===== src/rtl/alu_result_stage.sv =====
// ============================================================================
// Module   : alu_result_stage
// Purpose  : Adder result register with 2-entry skid buffer toward writeback,
//            architectural flag register and branch-condition evaluation.
// Revision : 1.0  initial release
// ============================================================================
`default_nettype none

module alu_result_stage #(
  parameter int DATA_W = 32,
  parameter int RD_W   = 5
) (
  input  logic              clk,
  input  logic              rst_n,
  input  logic              in_valid,
  output logic              in_ready,
  input  logic [DATA_W-1:0] in_result,
  input  logic              in_z,
  input  logic              in_c,
  input  logic              in_n,
  input  logic              in_v,
  input  logic [RD_W-1:0]   in_rd,
  input  logic              in_we,
  input  logic              in_setf,
  input  logic              flush,
  output logic              out_valid,
  input  logic              out_ready,
  output logic [DATA_W-1:0] out_result,
  output logic [RD_W-1:0]   out_rd,
  output logic              out_we,
  output logic [3:0]        flags,
  input  logic [3:0]        cond,
  output logic              cond_true
);

  localparam logic [1:0] c_ST_EMPTY = 2'd0;
  localparam logic [1:0] c_ST_ONE   = 2'd1;
  localparam logic [1:0] c_ST_FULL  = 2'd2;

  logic [1:0]        r_state;
  logic [1:0]        w_nextState;
  logic              r_inReady;
  logic              r_outValid;

  logic [DATA_W-1:0] r_mainResult;
  logic [RD_W-1:0]   r_mainRd;
  logic              r_mainWe;
  logic [DATA_W-1:0] r_skidResult;
  logic [RD_W-1:0]   r_skidRd;
  logic              r_skidWe;
  logic [3:0]        r_flags;

  logic              w_accept;
  logic              w_pop;
  logic              w_loadMainIn;
  logic              w_loadMainSkid;
  logic              w_loadSkid;
  logic              w_flagWrite;

  assign w_accept = in_valid & r_inReady;
  assign w_pop    = r_outValid & out_ready;

  // State register; handshake outputs are registered copies of the next state
  // so in_ready has no combinational path from out_ready.
  always_ff @(posedge clk or negedge rst_n) begin
    if (!rst_n) begin
      r_state    <= c_ST_EMPTY;
      r_inReady  <= 1'b1;
      r_outValid <= 1'b0;
    end else begin
      r_state    <= w_nextState;
      r_inReady  <= (w_nextState != c_ST_FULL);
      r_outValid <= (w_nextState != c_ST_EMPTY);
    end
  end

  always_comb begin
    w_nextState = r_state;
    if (flush) begin
      w_nextState = c_ST_EMPTY;
    end else begin
      case (r_state)
        c_ST_EMPTY: if (w_accept) w_nextState = c_ST_ONE;
        c_ST_ONE: begin
          if (w_accept && !w_pop)      w_nextState = c_ST_FULL;
          else if (!w_accept && w_pop) w_nextState = c_ST_EMPTY;
        end
        c_ST_FULL:  if (w_pop) w_nextState = c_ST_ONE;
        default:    w_nextState = c_ST_EMPTY;
      endcase
    end
  end

  always_comb begin
    w_loadMainIn   = 1'b0;
    w_loadMainSkid = 1'b0;
    w_loadSkid     = 1'b0;
    if (!flush) begin
      case (r_state)
        c_ST_EMPTY: w_loadMainIn = w_accept;
        c_ST_ONE: begin
          w_loadMainIn = w_accept & w_pop;
          w_loadSkid   = w_accept & ~w_pop;
        end
        c_ST_FULL:  w_loadMainSkid = w_pop;
        default: begin
          w_loadMainIn   = 1'b0;
          w_loadMainSkid = 1'b0;
          w_loadSkid     = 1'b0;
        end
      endcase
    end
  end

  always_ff @(posedge clk or negedge rst_n) begin
    if (!rst_n) begin
      r_mainResult <= '0;
      r_mainRd     <= '0;
      r_mainWe     <= 1'b0;
    end else if (w_loadMainIn) begin
      r_mainResult <= in_result;
      r_mainRd     <= in_rd;
      r_mainWe     <= in_we;
    end else if (w_loadMainSkid) begin
      r_mainResult <= r_skidResult;
      r_mainRd     <= r_skidRd;
      r_mainWe     <= r_skidWe;
    end
  end

  always_ff @(posedge clk or negedge rst_n) begin
    if (!rst_n) begin
      r_skidResult <= '0;
      r_skidRd     <= '0;
      r_skidWe     <= 1'b0;
    end else if (w_loadSkid) begin
      r_skidResult <= in_result;
      r_skidRd     <= in_rd;
      r_skidWe     <= in_we;
    end
  end

  // Flags commit at accept time, regardless of writeback backpressure.
  assign w_flagWrite = w_accept & in_setf & ~flush;

  always_ff @(posedge clk or negedge rst_n) begin
    if (!rst_n) begin
      r_flags <= 4'b0000;
    end else if (w_flagWrite) begin
      r_flags <= {in_z, in_c, in_n, in_v};
    end
  end

  // Odd codes are the complement of the preceding even code (AL/NV included).
  logic w_fZ, w_fC, w_fN, w_fV;
  logic w_condBase;

  assign {w_fZ, w_fC, w_fN, w_fV} = r_flags;

  always_comb begin
    w_condBase = 1'b0;
    case (cond[3:1])
      3'd0: w_condBase = w_fZ;
      3'd1: w_condBase = w_fC;
      3'd2: w_condBase = w_fN;
      3'd3: w_condBase = w_fV;
      3'd4: w_condBase = w_fC & ~w_fZ;
      3'd5: w_condBase = ~(w_fN ^ w_fV);
      3'd6: w_condBase = ~w_fZ & ~(w_fN ^ w_fV);
      3'd7: w_condBase = 1'b1;
      default: w_condBase = 1'b0;
    endcase
  end

  assign cond_true  = w_condBase ^ cond[0];

  assign in_ready   = r_inReady;
  assign out_valid  = r_outValid;
  assign out_result = r_mainResult;
  assign out_rd     = r_mainRd;
  assign out_we     = r_mainWe;
  assign flags      = r_flags;

endmodule

`default_nettype wire

===== config.mk =====
export PLATFORM = sky130hd
export DESIGN_NAME = alu_result_stage
export DESIGN_NICKNAME = d
export VERILOG_FILES = /design/src/rtl/alu_result_stage.sv
export SDC_FILE = /design/constraint.sdc
export NUM_CORES = 1
export LEC_CHECK = 0
export BUFFER_PORTS_ARGS = -buffer_cell sky130_fd_sc_hd__buf_2
export CAP_MARGIN = 20
export CORE_MARGIN = 2
export CORE_UTILIZATION = 56
export DETAILED_ROUTE_END_ITERATION = 8
export PLACE_DENSITY = 0.87
export SYNTH_ARGS = -nofsm -noshare
export SYNTH_HDL_FRONTEND = slang
export SYNTH_SLANG_ARGS = --single-unit

===== constraint.sdc =====
create_clock -name clk -period 3.32 [get_ports clk]
set_input_delay 0.996 -clock clk [delete_from_list [all_inputs] [get_ports clk]]
set_output_delay 0.996 -clock clk [all_outputs]
set_load 0.02 [all_outputs]

==> flow_summary.json <==
{
  "timing.final.crit_period_ps": 3070,
  "async_flop_share": 1.00,
  "yosysMostFrequentCell": "dfrtp_1",
  "slew_headroom": 0.590,
  "gp_congestion": 0.840,
  "pin_count": 97,
  "cts_buffer_depth": 2,
  "worst-r2r-setup-slack_ps": 1370,
  "syn_to_final_growth_pct": 21.7,
  "outcome": "complete, no violations",
  "worstHoldEndpoint": "out_valid",
  "fp.dieW_um": 85.1,
  "synth-main-ff-cell": "dfrtp_1",
  "p_per_area_nw_per_um2": 778,
  "antenna_found_initial": 0,
  "hold_buffers": 0,
  "finalSetupTns_ps": 0,
  "rsz0062_at_grt": "false",
  "final_max_slew_viol_count": 0,
  "ys_warn_count": 0,
  "dp_hpwl_um": 5020,
  "regToRegStartpoint": "in_ready",
  "fillers": 478,
  "core_um2": 6350,
  "grt_pass1_wl_um": 12200,
  "root_buffer": "clkbuf_8",
  "regToRegEndpoint": "r_skidResult[15]",
  "netlist_instances": 287,
  "first_pass_iters": 4,
  "crit_type": "primary input to output port",
  "fin_nets": 436,
  "n_antenna_cell": 0,
  "worstPathArrival_ps": 2080,
  "fin_util": 0.706,
  "drive_gt1_frac": 0.427,
  "yosysTopAreaCell": "dfrtp_1",
  "reg2reg_depth": 4,
  "synth_common_cells": "dfrtp_1 (83), nand2_1 (44), mux2i_1 (38)",
  "cts_made_buffers": 9,
  "wl_per_cell_um": 15.5,
  "wirelength_um": 7250,
  "setup_violations": 0,
  "port_buffers": 96,
  "start_kind": "primary input",
  "grt_max_degree": 44,
  "tightest_slew_ps": 613,
  "cts_num_sinks": 84,
  "post_cts_resized": 0,
  "cap_viol_max_count": 0,
  "multi_input_area_um2": 1480,
  "synthTopCellsByArea": "dfrtp_1 (56%), mux2i_1 (10%), mux2_4 (8.1%)",
  "post-route-drc-count": 0,
  "clkSlewWorstSetupHoldPaths_ps": 80,
  "dieArea_um2": 7240,
  "required_ps": 2320,
  "syn_nets": 339,
  "whs_path_depth": 1,
  "crit_path_end_kind": "output port",
  "synth_edf_count": 0,
  "die-height_um": 85.1,
  "yosys.cell_types.count": 29,
  "yosysSeqAreaShare": 0.571,
  "power.leakage_nw": 2.12,
  "cts_tree": "built",
  "grt_pass1_vias": 2564,
  "clock.fmax_ghz": 0.325,
  "hp-class": "flop to flop",
  "worstPathMaxFanout": 5,
  "fin_skew_ps": 8.43,
  "grt-ovfl-total": 0,
  "clock_latency_ps": 350,
  "final.period_utilization": 0.925,
  "synth.top_cell.area_share": 0.564,
  "vias": 2446,
  "drt_iter0_drc": 82,
  "core.rowCount": 29,
  "hold_ws_ps": 511,
  "worstHoldStart": "r_state[0]",
  "ys_ff_latch": 84,
  "seqCellArea_um2": 2100,
  "hold_viol": 0,
  "via_per_inst": 5.25,
  "ant_nets": 0,
  "h-tree-depth": 3,
  "avgSynthCellArea_um2": 12.8,
  "peakVddDrop_uv": 502,
  "initial_core_util": 0.580,
  "postCtsSetupRepairBufs": 0,
  "synth_area_um2": 3680,
  "grtUsageTotal": 0.212
}
## sequential cells by signal, summed over array words and instances (netlist names)
signal and count:
flags 4, out_result 32, r_skidRd 5, out_we 1
r_skidWe 1, out_valid 1, out_rd 5, in_ready 1
r_state 2, r_skidResult 32
## power breakdown
part | leakage [nW] | switching, mW | total (mW) | internal, mW
Sequential | 1.03 | 0.225 | 1.63 | 1.40
Clock | 0.124 | 0.378 | 0.884 | 0.505
Combinational | 0.963 | 0.480 | 0.973 | 0.494
## per-stage QoR
step	cells	total power, mW	instance area, um2	setup WS (ps)
CTS	466	3.52	4480	245
floorplan	287	2.28	3680	364
detailed placement	450	2.62	4240	245
finish	466	3.49	4480	248
global placement	450	2.56	4240	270
global route	466	3.67	4480	158
## metal layers
| layer | wire length (um) | global-route usage |
|---|---|---|
| met1 | 3200 | 0.293 |
| met2 | 3560 | 0.329 |
| met3 | 380 | 0.0457 |
| met4 | 102 | 0.0837 |
| met5 | 0 | 0 |
## cell families after synthesis
group,after synthesis,synth area share
flip-flops,84,0.571
multiplexers,81,0.258
AND/OR/NAND/NOR,54,0.0638
AO/OA/AOI/OAI,47,0.0696
buffers and inverters,18,0.0306
XOR/XNOR,3,0.00713
## cell type report
class                      instances  area share
multi-input combinational        185       0.330
tap                               77      0.0215
inverter                           2     0.00167
timing repair buffer             102       0.123
sequential                        84       0.469
clock inverter                     7      0.0271
clock buffer                       9      0.0276
## cell usage in the layout (no fill, tap or decap), drive strengths merged, types with 2 or more instances in the layout
| cell type | n |
|---|---|
| mux2i | 38 |
| nor2 | 3 |
| xor2 | 2 |
| o21ai | 40 |
| bufinv | 3 |
| a211oi | 2 |
| clkinv | 2 |
| dfrtp | 83 |
| clkbuf | 9 |
| nand2 | 44 |
| mux2 | 42 |
| a31oi | 2 |
| buf | 102 |
| inv | 4 |
## worst max-delay path, cell delays in order
cell and delay, ps:
buf_2 130, mux4_2 490, nor2_1 90, a31oi_1 50
xor2_1 140, buf_2 180
## worst max-delay path by stage
stage                     slack, ps  startpoint   endpoint  depth (start not counted)
after detailed placement        250     cond[2]  cond_true                          6
after floorplan                 360     cond[2]  cond_true                          4
after CTS                       250     cond[2]  cond_true                          6
after global routing            160     cond[1]  cond_true                          6
final                           250     cond[2]  cond_true                          6
after global placement          270     cond[2]  cond_true                          6
(Power assumes the default switching activity.)
